$ cat src/rtl/imem_pkg.sv
// Shared constants and types for the instruction-memory arbiter.
// Owner tags identify which requester a pending read response belongs to.
package imem_pkg;

    localparam int unsigned ROM_SIZE   = 128;
    localparam int unsigned ROM_BIT    = 7;
    localparam int unsigned STARVE_MAX = 4;

    localparam logic [31:0] NOP_WORD = 32'h0000_0000;

    typedef enum logic [1:0] {
        OWN_NONE = 2'd0,
        OWN_IF   = 2'd1,
        OWN_LD   = 2'd2
    } owner_e;

    // A byte address is in range when its word index falls inside the memory.
    function automatic logic addr_in_range(input logic [31:0] addr,
                                           input int unsigned depth);
        return (addr >> 2) < depth;
    endfunction

endpackage

$ cat src/rtl/imem_starve_counter.sv
// Saturating counter of consecutive denied loader cycles; at_max forces a grant.
module imem_starve_counter #(
    parameter  int unsigned MAX = 4,
    localparam int unsigned W   = $clog2(MAX + 1)
) (
    input  logic i_clk,
    input  logic i_rst_n,
    input  logic i_inc,
    input  logic i_clr,
    output logic o_at_max
);

    logic [W-1:0] r_cnt;
    logic         w_at_max;

    assign w_at_max = (r_cnt == W'(MAX));
    assign o_at_max = w_at_max;

    always_ff @(posedge i_clk or negedge i_rst_n) begin
        if (!i_rst_n) begin
            r_cnt <= '0;
        end else if (i_clr) begin
            r_cnt <= '0;
        end else if (i_inc && !w_at_max) begin
            r_cnt <= r_cnt + 1'b1;
        end
    end

endmodule

$ cat src/rtl/imem_arbiter.sv
// Two-requester arbiter (IF fetch / program loader) for a single-port instruction RAM.
// Optional grant statistics outputs are built when IMEM_ARB_STATS_EN is defined.
module imem_arbiter
    import imem_pkg::*;
#(
    parameter int unsigned ROM_SIZE   = imem_pkg::ROM_SIZE,
    parameter int unsigned ROM_BIT    = imem_pkg::ROM_BIT,
    parameter int unsigned STARVE_MAX = imem_pkg::STARVE_MAX
) (
    input  logic               clk,
    input  logic               reset,
    input  logic               cpu_hold,
    input  logic               if_req,
    input  logic [31:0]        if_addr,
    output logic               if_gnt,
    output logic               if_rvalid,
    output logic [31:0]        if_rdata,
    input  logic               ld_req,
    input  logic               ld_we,
    input  logic [31:0]        ld_addr,
    input  logic [31:0]        ld_wdata,
    output logic               ld_gnt,
    output logic               ld_rvalid,
    output logic [31:0]        ld_rdata,
    output logic               mem_en,
    output logic               mem_we,
    output logic [ROM_BIT-1:0] mem_addr,
    output logic [31:0]        mem_wdata,
`ifdef IMEM_ARB_STATS_EN
    output logic [15:0]        stat_if_cnt,
    output logic [15:0]        stat_ld_cnt,
    output logic [15:0]        stat_starve_cnt,
`endif
    input  logic [31:0]        mem_rdata
);

    logic        w_if_gnt;
    logic        w_ld_gnt;
    logic        w_forced;
    logic        w_at_max;
    logic        w_if_in;
    logic        w_ld_in;
    logic [31:0] w_resp_data;

    owner_e      r_owner;
    logic        r_oor;
    logic [31:0] r_if_rdata;
    logic [31:0] r_ld_rdata;

    assign w_if_in  = addr_in_range(if_addr, ROM_SIZE);
    assign w_ld_in  = addr_in_range(ld_addr, ROM_SIZE);
    assign w_forced = ~cpu_hold & w_at_max & ld_req;

    // Grants are held low during reset so every output reads 0 while reset is asserted.
    always_comb begin
        w_if_gnt = 1'b0;
        w_ld_gnt = 1'b0;
        if (reset) begin
            if (cpu_hold) begin
                w_ld_gnt = ld_req;
            end else if (w_forced) begin
                w_ld_gnt = 1'b1;
            end else if (if_req) begin
                w_if_gnt = 1'b1;
            end else begin
                w_ld_gnt = ld_req;
            end
        end
    end

    imem_starve_counter #(
        .MAX (STARVE_MAX)
    ) u_starve (
        .i_clk    (clk),
        .i_rst_n  (reset),
        .i_inc    (ld_req & ~w_ld_gnt),
        .i_clr    (w_ld_gnt | ~ld_req),
        .o_at_max (w_at_max)
    );

    always_comb begin
        mem_en    = 1'b0;
        mem_we    = 1'b0;
        mem_addr  = '0;
        mem_wdata = '0;
        if (w_if_gnt) begin
            mem_en   = w_if_in;
            mem_addr = if_addr[ROM_BIT+1:2];
        end else if (w_ld_gnt) begin
            mem_en    = w_ld_in;
            mem_we    = ld_we & w_ld_in;
            mem_addr  = ld_addr[ROM_BIT+1:2];
            mem_wdata = ld_wdata;
        end
    end

    assign if_gnt = w_if_gnt;
    assign ld_gnt = w_ld_gnt;

    // Response tracking: owner tag plus out-of-range flag for the read issued last cycle.
    always_ff @(posedge clk or negedge reset) begin
        if (!reset) begin
            r_owner    <= OWN_NONE;
            r_oor      <= 1'b0;
            r_if_rdata <= NOP_WORD;
            r_ld_rdata <= NOP_WORD;
        end else begin
            if (w_if_gnt) begin
                r_owner <= OWN_IF;
                r_oor   <= ~w_if_in;
            end else if (w_ld_gnt && !ld_we) begin
                r_owner <= OWN_LD;
                r_oor   <= ~w_ld_in;
            end else begin
                r_owner <= OWN_NONE;
                r_oor   <= 1'b0;
            end
            if (r_owner == OWN_IF) begin
                r_if_rdata <= w_resp_data;
            end
            if (r_owner == OWN_LD) begin
                r_ld_rdata <= w_resp_data;
            end
        end
    end

    assign w_resp_data = r_oor ? NOP_WORD : mem_rdata;

    // rdata passes memory data through on the response cycle, then holds it.
    assign if_rvalid = (r_owner == OWN_IF);
    assign ld_rvalid = (r_owner == OWN_LD);
    assign if_rdata  = if_rvalid ? w_resp_data : r_if_rdata;
    assign ld_rdata  = ld_rvalid ? w_resp_data : r_ld_rdata;

`ifdef IMEM_ARB_STATS_EN
    logic [15:0] r_stat_if;
    logic [15:0] r_stat_ld;
    logic [15:0] r_stat_starve;

    always_ff @(posedge clk or negedge reset) begin
        if (!reset) begin
            r_stat_if     <= '0;
            r_stat_ld     <= '0;
            r_stat_starve <= '0;
        end else begin
            if (w_if_gnt && (r_stat_if != '1)) begin
                r_stat_if <= r_stat_if + 16'd1;
            end
            if (w_ld_gnt && (r_stat_ld != '1)) begin
                r_stat_ld <= r_stat_ld + 16'd1;
            end
            if (w_forced && (r_stat_starve != '1)) begin
                r_stat_starve <= r_stat_starve + 16'd1;
            end
        end
    end

    assign stat_if_cnt     = r_stat_if;
    assign stat_ld_cnt     = r_stat_ld;
    assign stat_starve_cnt = r_stat_starve;
`endif

endmodule
$ cat config.mk
export PLATFORM = sky130hd
export DESIGN_NAME = imem_arbiter
export DESIGN_NICKNAME = d
export VERILOG_FILES = /design/src/rtl/imem_pkg.sv /design/src/rtl/imem_starve_counter.sv /design/src/rtl/imem_arbiter.sv
export SDC_FILE = /design/constraint.sdc
export NUM_CORES = 1
export LEC_CHECK = 0
export CAP_MARGIN = 5
export CORE_ASPECT_RATIO = 1.25
export CORE_MARGIN = 2
export CORE_UTILIZATION = 30
export CTS_BUF_LIST = sky130_fd_sc_hd__clkbuf_8 sky130_fd_sc_hd__clkbuf_16
export DETAILED_ROUTE_END_ITERATION = 6
export GPL_TIMING_DRIVEN = 1
export PLACE_DENSITY = 0.83
export SLEW_MARGIN = 25
export SYNTH_ARGS = -nofsm -noshare
export SYNTH_HDL_FRONTEND = slang
export SYNTH_SLANG_ARGS = --single-unit
$ cat constraint.sdc
create_clock -name clk -period 2.2 [get_ports clk]
set_input_delay 0.44 -clock clk [delete_from_list [all_inputs] [get_ports clk]]
set_output_delay 0.44 -clock clk [all_outputs]
set_load 0.005 [all_outputs]
==> results.rst, run 1 <==
.. list-table::
   :header-rows: 1

   * - Metric
     - Value
   * - Maximum buffer depth of the clock tree
     - 2
   * - Final-report max-slew violation count
     - 0
   * - Number of buffer and inverter stages on the critical path
     - 6
   * - Die X-Extent
     - 96.24 um
   * - Antenna violations before repair
     - 0
   * - DR DRC count
     - 0
   * - Routed wire length
     - 13860 um
   * - Crit path cell chain
     - inv_2 > ha_4 > nand2_4 > a21boi_4 > buf_12 > buf_6 > buf_6 > buf_6 > and3_4 > buf_6
   * - Via count of the first global-routing pass
     - 3836
   * - Worst Reg-to-Reg Cells
     - 11
   * - TritonCTS clock tree
     - yes
   * - Global-route wire length before repair
     - 19740 um
   * - Source-to-sink clock delay at the later pin of the worst-skew pair
     - 0.32 ns
   * - Leakage dissipation
     - 3.444 nW
   * - Max-Cap Viols
     - 0
   * - Netlist area before placement
     - 3191 sq um
   * - Longest individual stage delay on the worst path
     - 0.39 ns
   * - Critical Path Most Common Cell
     - sky130_fd_sc_hd__buf_6
   * - Main flop type after synthesis
     - sky130_fd_sc_hd__dfrtp_1
   * - Highest Clock Rate
     - 0.4268 GHz
   * - Post-Syn Instances
     - 342
   * - Total global routing track utilization
     - 22.78%
   * - Critical R2R Launch
     - u_starve.r_cnt[1]
   * - Number of nets in the layout
     - 756
   * - R2R Path End
     - u_starve.r_cnt[0]
   * - Total clock buffers created by CTS
     - 9
   * - Clock transition time at the flip-flop clock pins of the worst setup and hold paths
     - 0.06 ns
   * - Proportion of register bits with asynchronous set or reset after synthesis
     - 100.0%
   * - Root buffer cell
     - sky130_fd_sc_hd__clkbuf_16
   * - Shortest period the worst path allows
     - 2.343 ns
   * - Number of placement rows
     - 42
   * - Count of clock tree sinks
     - 70
   * - Syn-to-layout area delta
     - 118.1%
   * - First-pass iteration count of the detailed router
     - 4
   * - Depth of the critical timing path with buffers and inverters included
     - 10
   * - Core region area
     - 10460 sq um
   * - Number of levels the H-tree was split into
     - 3
   * - Total cell area at the placement stage
     - 5892 sq um
   * - Highest-delay cell along the critical path
     - sky130_fd_sc_hd__dfrtp_1
   * - CP arrival
     - 1.90 ns
   * - Final setup fails
     - 32
   * - Power density over cell area
     - 666.9 nW/um^2
   * - Avg Inst Size Synth
     - 9.329 sq um
   * - Global route total overflow
     - 0
   * - Startpoint type of the worst setup path
     - register
   * - Number of buffers inserted by hold repair at cts
     - 0
   * - Final critical-path share of the clock period
     - 106.5%
   * - Most frequent cells after synthesis
     - 70 x sky130_fd_sc_hd__dfrtp_1, 68 x sky130_fd_sc_hd__nand2_1, 66 x sky130_fd_sc_hd__o21ai_0, 34 x sky130_fd_sc_hd__nand2b_1, 33 x sky130_fd_sc_hd__and3_1
   * - Cell type with the highest aggregate area in the netlist
     - sky130_fd_sc_hd__dfrtp_1
   * - Number of buffer cells added on primary ports
     - 238
   * - End point of the critical path
     - mem_wdata[30]
   * - Worst slew margin relative to its limit
     - 39.27%
   * - Routed wire length per instance
     - 18.31 um
   * - Slew at the pin closest to its max-slew limit
     - 0.9109 ns
   * - Die outline height
     - 119.3 um
   * - Register-to-register path setup slack
     - 0.27 ns
   * - Portion of synthesized cell area occupied by the leading cell type
     - 54.90%
   * - Final hold violation count
     - 0
   * - Fraction of final layout cells sized beyond drive strength 1
     - 31.36%
   * - Finished Cell Area
     - 6959 sq um
   * - Crit Path Class
     - reg -> out
   * - Crit-path max FO
     - 5
   * - Vias after detailed routing
     - 3791
   * - Required arrival time at the worst endpoint
     - 1.76 ns
   * - Setup TNS
     - -1.444 ns
   * - Final estimated routing congestion in global placement
     - 0.8058
   * - Antenna Nets Post-Route
     - 0
   * - Unique masters post-synth
     - 27
   * - Maximum VDD drop
     - 0.0004182 V
   * - Pin count of the biggest net entering global routing
     - 73
   * - Most common cell in the netlist
     - sky130_fd_sc_hd__dfrtp_1
   * - Cell types occupying the most area after synthesis
     - sky130_fd_sc_hd__dfrtp_1 55%, sky130_fd_sc_hd__o21ai_0 10%, sky130_fd_sc_hd__nand2_1 8.0%
   * - Element type at the critical path end
     - primary output
   * - Count of routing violations after the opening detailed-route iteration
     - 85
   * - Minimum setup slack in the final design
     - -0.1431 ns
   * - Hpwl dp
     - 9331 um
   * - Starting utilization of the core area
     - 30.51%
   * - Number of vias per cell after detailed routing
     - 5.008
   * - Cell family contributing the most delay on the critical path
     - buffers and inverters
   * - Ports
     - 243
   * - Post-synthesis register bit count
     - 70
   * - RSZ-0062 raised after global routing
     - true
   * - Worst min-delay path category
     - in -> async
   * - Register area share after synthesis
     - 54.90%
   * - Synthesized Nets
     - 478
   * - Failing checks
     - setup timing
   * - First element of the critical path
     - u_starve.r_cnt[0]
   * - Full die area
     - 11480 sq um
   * - Count of flip-flops with a built-in enable after synthesis
     - 0
   * - Status
     - complete, but fails checks
   * - Yosys Warn Count
     - 0
   * - Antenna cells
     - 0
   * - Clock skew after layout
     - 0.004850 ns
flip-flops by register name, indices dropped and copies added (netlist names):
register        count
r_owner             2
r_if_rdata         32
r_ld_rdata         32
r_oor               1
u_starve.r_cnt      3
layer usage:
layer | track usage, % | vias to the layer above | share of wire (%)
met5 | 0 | - | 0
met4 | 9.375 | 0 | 3.4
met3 | 5.250 | 28 | 6.5
met2 | 41.88 | 180 | 56
met1 | 24.14 | 1843 | 35
li1 | - | 1740 | -
layout by cell type, fill, tap and decap left out, drive strengths merged:
cell type | synthesis | final
nor4 | 10 | 10
ha | 2 | 2
dlymetal6s2s | 0 | 17
bufinv | 0 | 3
nor2b | 1 | 1
nand2b | 34 | 34
clkdlybuf4s50 | 0 | 125
nor3 | 3 | 3
nand4 | 2 | 2
buf | 8 | 94
nand2 | 70 | 70
and2 | 1 | 1
a22o | 8 | 8
o21ai | 66 | 66
nor2 | 5 | 5
a21boi | 2 | 2
and3 | 33 | 33
or3 | 1 | 1
clkdlybuf4s15 | 0 | 1
dfrtp | 70 | 70
o32ai | 1 | 1
clkbuf | 16 | 11
clkinv | 2 | 3
o2bb2ai | 1 | 1
nand3 | 2 | 2
bufbuf | 0 | 1
inv | 4 | 7
dlygate4sd2 | 0 | 51
worst min path at each step:
stage	depth (start not counted)	endpoint	slack (ns)	from
final	2	u_starve.r_cnt[2]	0.42	reset
after global routing	2	r_if_rdata[28]	0.48	r_if_rdata[28]
after CTS	2	u_starve.r_cnt[0]	0.42	reset
after detailed placement	2	r_if_rdata[24]	0.48	r_if_rdata[24]
after global placement	2	r_ld_rdata[0]	0.47	r_ld_rdata[0]
after floorplan	0	r_if_rdata[0]	0.14	reset
kinds of logic (layout without fill, tap and decap cells):
family,after synthesis,count (layout),synth area share [%]
and+or+nand+nor,162,162,26.08
AOI/OAI and AO/OA,78,78,14.16
DFF,70,70,54.90
buffers and inverters,30,313,4.078
adders and majority gates,2,2,0.7842
worst register-to-register path, cell delays in order (launching register included):
cell and delay, ns:
sky130_fd_sc_hd__dfrtp_1 0.37, sky130_fd_sc_hd__inv_2 0.06, sky130_fd_sc_hd__ha_4 0.17, sky130_fd_sc_hd__nand2_4 0.08
sky130_fd_sc_hd__a21boi_4 0.06, sky130_fd_sc_hd__buf_12 0.14, sky130_fd_sc_hd__buf_6 0.11, sky130_fd_sc_hd__buf_8 0.12
sky130_fd_sc_hd__buf_4 0.12, sky130_fd_sc_hd__buf_4 0.13, sky130_fd_sc_hd__or3_1 0.34, sky130_fd_sc_hd__a21boi_0 0.15
power breakdown:
part | switching [mW] | internal [mW] | total (mW)
clock network | 0.522 | 1.10 | 1.62
registers | 0.0766 | 1.53 | 1.61
logic | 0.604 | 0.806 | 1.41
total | 1.20 | 3.44 | 4.64
final cells by class:
class | instances | area (sq um)
Inverter | 6 | 42.54
Clock buffer | 9 | 225.2
Clock inverter | 7 | 112.6
Sequential cell | 70 | 1752
Tap cell | 132 | 165.2
Fill cell | 802 | 3498
Multi-Input combinational cell | 242 | 1714
Timing Repair Buffer | 291 | 2948
stage by stage:
step | power, mW | hold slack, ns | instances | util, % | worst slack [ns]
final | 4.641 | 0.4244 | 757 | 66.55 | -0.1431
after global routing | 4.868 | 0.4819 | 757 | 66.55 | -0.1866
after CTS | 4.650 | 0.4229 | 755 | 63.80 | -0.1822
after detailed placement | 2.963 | 0.4848 | 716 | 56.34 | -0.6047
after global placement | 2.913 | 0.4749 | 716 | 56.34 | -0.5782
after floorplan | 1.974 | 0.1444 | 342 | - | 0.4720
timing repair:
action | 4_1_cts | 5_1_grt
buffers inserted | 17 | 7
resized for setup | 383 | 76
pin swaps | 26 | 23
gates cloned | 6 | 1
setup endpoints to repair | 107 | 58
No activity file was read; power rests on OpenSTA's default activity.
==> inputs of run 2 (changes only) <==
- SYNTH_HIERARCHICAL: default -> 1
==> run 2 against run 1 <==
Effect of this change:
- the flow still finishes with violations (setup timing)
- area after synthesis increased by 1.0%
- sequential power barely moved
- register-to-register slack worse by 0.15 ns
- hold slack worse by 0.38 ns
- via count is 2.4% lower
- clock power shrank 18%
- clock-buffer cell count rose by 2
- die area is 0.98% higher
- cell area decreased by 0.20%
- non-clock buffer count up 7
- first-iteration DRC count decreased by 8.2%
==> results.rst, run 2 <==
.. list-table::
   :header-rows: 1

   * - Metric
     - Value
   * - Number of vias per cell after detailed routing
     - 4.844
   * - Post-Syn Instances
     - 340
   * - Final critical-path share of the clock period
     - 108.0%
   * - Routed wire length
     - 14230 um
   * - Number of nets in the layout
     - 764
   * - DR DRC count
     - 0
   * - Number of buffers inserted by hold repair at cts
     - 0
   * - Final hold violation count
     - 0
   * - Required arrival time at the worst endpoint
     - 1.76 ns
   * - Register area share after synthesis
     - 54.35%
   * - Worst Reg-to-Reg Cells
     - 11
   * - Count of clock tree sinks
     - 70
   * - Leakage dissipation
     - 3.348 nW
   * - Source-to-sink clock delay at the later pin of the worst-skew pair
     - 0.33 ns
   * - Worst slew margin relative to its limit
     - 40.41%
   * - Critical R2R Launch
     - u_starve/r_cnt[0]
   * - Count of flip-flops with a built-in enable after synthesis
     - 0
   * - Power density over cell area
     - 625.5 nW/um^2
   * - Number of levels the H-tree was split into
     - 3
   * - Maximum VDD drop
     - 0.0003340 V
   * - Syn-to-layout area delta
     - 115.5%
   * - Failing checks
     - setup timing
   * - Cell type with the highest aggregate area in the netlist
     - sky130_fd_sc_hd__dfrtp_1
   * - Status
     - complete, but fails checks
   * - Max-Cap Viols
     - 0
   * - Hpwl dp
     - 9899 um
   * - Via count of the first global-routing pass
     - 3989
   * - Startpoint type of the worst setup path
     - register
   * - First element of the critical path
     - u_starve/r_cnt[0]
   * - Most used cells in the layout excluding fill and tap cells
     - 130 x sky130_fd_sc_hd__clkdlybuf4s50_1, 70 x sky130_fd_sc_hd__dfrtp_1, 67 x sky130_fd_sc_hd__nand2_1
   * - Unique masters post-synth
     - 28
   * - Minimum setup slack in the final design
     - -0.1751 ns
   * - Ports
     - 243
   * - Worst min-delay path category
     - in -> async
   * - Final setup fails
     - 42
   * - Crit Path Class
     - reg -> out
   * - Fraction of final layout cells sized beyond drive strength 1
     - 34.34%
   * - Crit path cell chain
     - inv_2 > ha_4 > and2_4 > o21ai_4 > nor2_4 > buf_6 > buf_4 > a22o_4 > buf_6
   * - First-pass iteration count of the detailed router
     - 4
   * - TritonCTS clock tree
     - yes
   * - Total global routing track utilization
     - 24.13%
   * - Global route total overflow
     - 0
   * - Die outline height
     - 119.9 um
   * - RSZ-0062 raised after global routing
     - true
   * - End point of the critical path
     - mem_addr[2]
   * - Final estimated routing congestion in global placement
     - 0.8504
   * - Maximum buffer depth of the clock tree
     - 2
   * - Cell types occupying the most area after synthesis
     - sky130_fd_sc_hd__dfrtp_1 54%, sky130_fd_sc_hd__o21ai_0 9.9%, sky130_fd_sc_hd__nand2_1 7.8%
   * - Post-synthesis register bit count
     - 70
   * - Antenna cells
     - 0
   * - Number of buffer cells added on primary ports
     - 238
   * - Final-report max-slew violation count
     - 0
   * - Synthesized Nets
     - 476
   * - Pin count of the biggest net entering global routing
     - 70
   * - Register-to-register path setup slack
     - 0.12 ns
   * - Full die area
     - 11590 sq um
   * - Total clock buffers created by CTS
     - 9
   * - Slew at the pin closest to its max-slew limit
     - 0.8938 ns
   * - CP arrival
     - 1.94 ns
   * - Most common cell after layout, fill and taps aside
     - sky130_fd_sc_hd__clkdlybuf4s50_1
   * - Root buffer cell
     - sky130_fd_sc_hd__clkbuf_16
   * - Highest Clock Rate
     - 0.4210 GHz
   * - Finished Cell Area
     - 6945 sq um
   * - Largest registers
     - r_if_rdata x32, r_ld_rdata x32, u_starve/r_cnt x3
   * - Count of routing violations after the opening detailed-route iteration
     - 78
   * - Antenna Nets Post-Route
     - 0
   * - Critical Path Most Common Cell
     - sky130_fd_sc_hd__buf_6
   * - Clock transition time at the flip-flop clock pins of the worst setup and hold paths
     - 0.06 ns
   * - Most common cell in the netlist
     - sky130_fd_sc_hd__dfrtp_1
   * - Netlist area before placement
     - 3223 sq um
   * - Crit-path max FO
     - 6
   * - Main flop type after synthesis
     - sky130_fd_sc_hd__dfrtp_1
   * - Longest individual stage delay on the worst path
     - 0.37 ns
   * - Share of the core filled with cells in the final layout
     - 66.08%
   * - Antenna violations before repair
     - 0
   * - Portion of synthesized cell area occupied by the leading cell type
     - 54.35%
   * - Yosys Warn Count
     - 6
   * - Total cell area at the placement stage
     - 5944 sq um
   * - Starting utilization of the core area
     - 30.67%
   * - Element type at the critical path end
     - primary output
   * - Core region area
     - 10510 sq um
   * - Die X-Extent
     - 96.71 um
   * - Clock skew after layout
     - 0.005307 ns
   * - Most frequent cells after synthesis
     - 70 x sky130_fd_sc_hd__dfrtp_1, 67 x sky130_fd_sc_hd__nand2_1, 64 x sky130_fd_sc_hd__o21ai_0, 36 x sky130_fd_sc_hd__nand2b_1, 33 x sky130_fd_sc_hd__and2_1
   * - Proportion of register bits with asynchronous set or reset after synthesis
     - 100.0%
   * - Routed wire length per instance
     - 18.63 um
   * - Avg Inst Size Synth
     - 9.480 sq um
   * - Global-route wire length before repair
     - 21400 um
   * - Shortest period the worst path allows
     - 2.375 ns
   * - Number of placement rows
     - 42
   * - R2R Path End
     - u_starve/r_cnt[0]
   * - Highest-delay cell along the critical path
     - sky130_fd_sc_hd__dfrtp_1
   * - Vias after detailed routing
     - 3701
-- run 2: kinds of logic (layout without fill, tap and decap cells) --
| group | after synthesis | after routing | synth area share, % |
|---|---|---|---|
| AND/OR/NAND/NOR | 160 | 160 | 25.97 |
| AO/OA/AOI/OAI | 78 | 78 | 14.17 |
| flip-flops | 70 | 70 | 54.35 |
| buffers and inverters | 28 | 320 | 3.960 |
| multiplexers | 2 | 2 | 0.7763 |
| adder cells (fa/ha/maj) | 2 | 2 | 0.7763 |
-- run 2: worst min path at each step --
stage               start           endpoint  slack (ns)  depth (start not counted)
floorplan           reset      r_if_rdata[0]        0.14                          0
global placement    reset  u_starve/r_cnt[2]        0.40                          2
detailed placement  reset  u_starve/r_cnt[2]        0.40                          2
CTS                 reset  u_starve/r_cnt[2]        0.04                          2
global route        reset  u_starve/r_cnt[2]        0.04                          2
finish              reset  u_starve/r_cnt[2]        0.05                          2
-- run 2: area by class of cell --
type                       count  area, sq um
multi-input combinational    242         1665
tap                          132        165.2
sequential                    70         1752
clock buffer                  11        252.7
fill                         804         3565
inverter                       7        26.28
clock inverter                 4        22.52
timing repair buffer         298         3062
-- run 2: what timing repair did --
action	in CTS	in global routing
hold endpoints to repair	0	0
pin swaps	28	17
resized for setup	408	73
setup buffers	21	6
gates cloned	7	0
setup endpoints to repair	107	58
-- run 2: metal layers --
layer | vias to the layer above | routed length (um) | global-route usage [%]
met5 | - | 0 | 0
met4 | 0 | 476 | 9.507
met3 | 29 | 933 | 6.348
met2 | 175 | 7624 | 43.84
met1 | 1773 | 5196 | 26.77
li1 | 1724 | - | -
-- run 2: critical path: cells and delay by family, from the launching register on --
family / cells / cell delay, ns
buffers and inverters: 4 / 0.44
AO/OA/AOI/OAI: 2 / 0.39
flip-flops: 1 / 0.37
AND/OR/NAND/NOR: 2 / 0.26
adder cells (fa/ha/maj): 1 / 0.16
-- run 2: where the power goes --
| part | total [mW] | internal, mW | leakage, nW | switching [mW] |
|---|---|---|---|---|
| logic | 1.41 | 0.805 | 2.33 | 0.603 |
| registers | 1.60 | 1.53 | 0.879 | 0.0738 |
| clock network | 1.33 | 0.811 | 0.137 | 0.522 |
-- run 2: per-stage QoR --
| step | cells | worst slack [ns] | hold slack, ns | total power, mW | setup TNS (ns) |
|---|---|---|---|---|---|
| final | 764 | -0.1751 | 0.04927 | 4.344 | -3.836 |
| after detailed placement | 717 | -0.4900 | 0.3974 | 2.968 | -14.98 |
| after floorplan | 340 | 0.2972 | 0.1444 | 1.970 | 0 |
| after global placement | 717 | -0.4956 | 0.3954 | 2.918 | -14.00 |
| after CTS | 759 | -0.1758 | 0.04269 | 4.347 | -4.159 |
| after global routing | 764 | -0.2459 | 0.04453 | 4.561 | -6.989 |
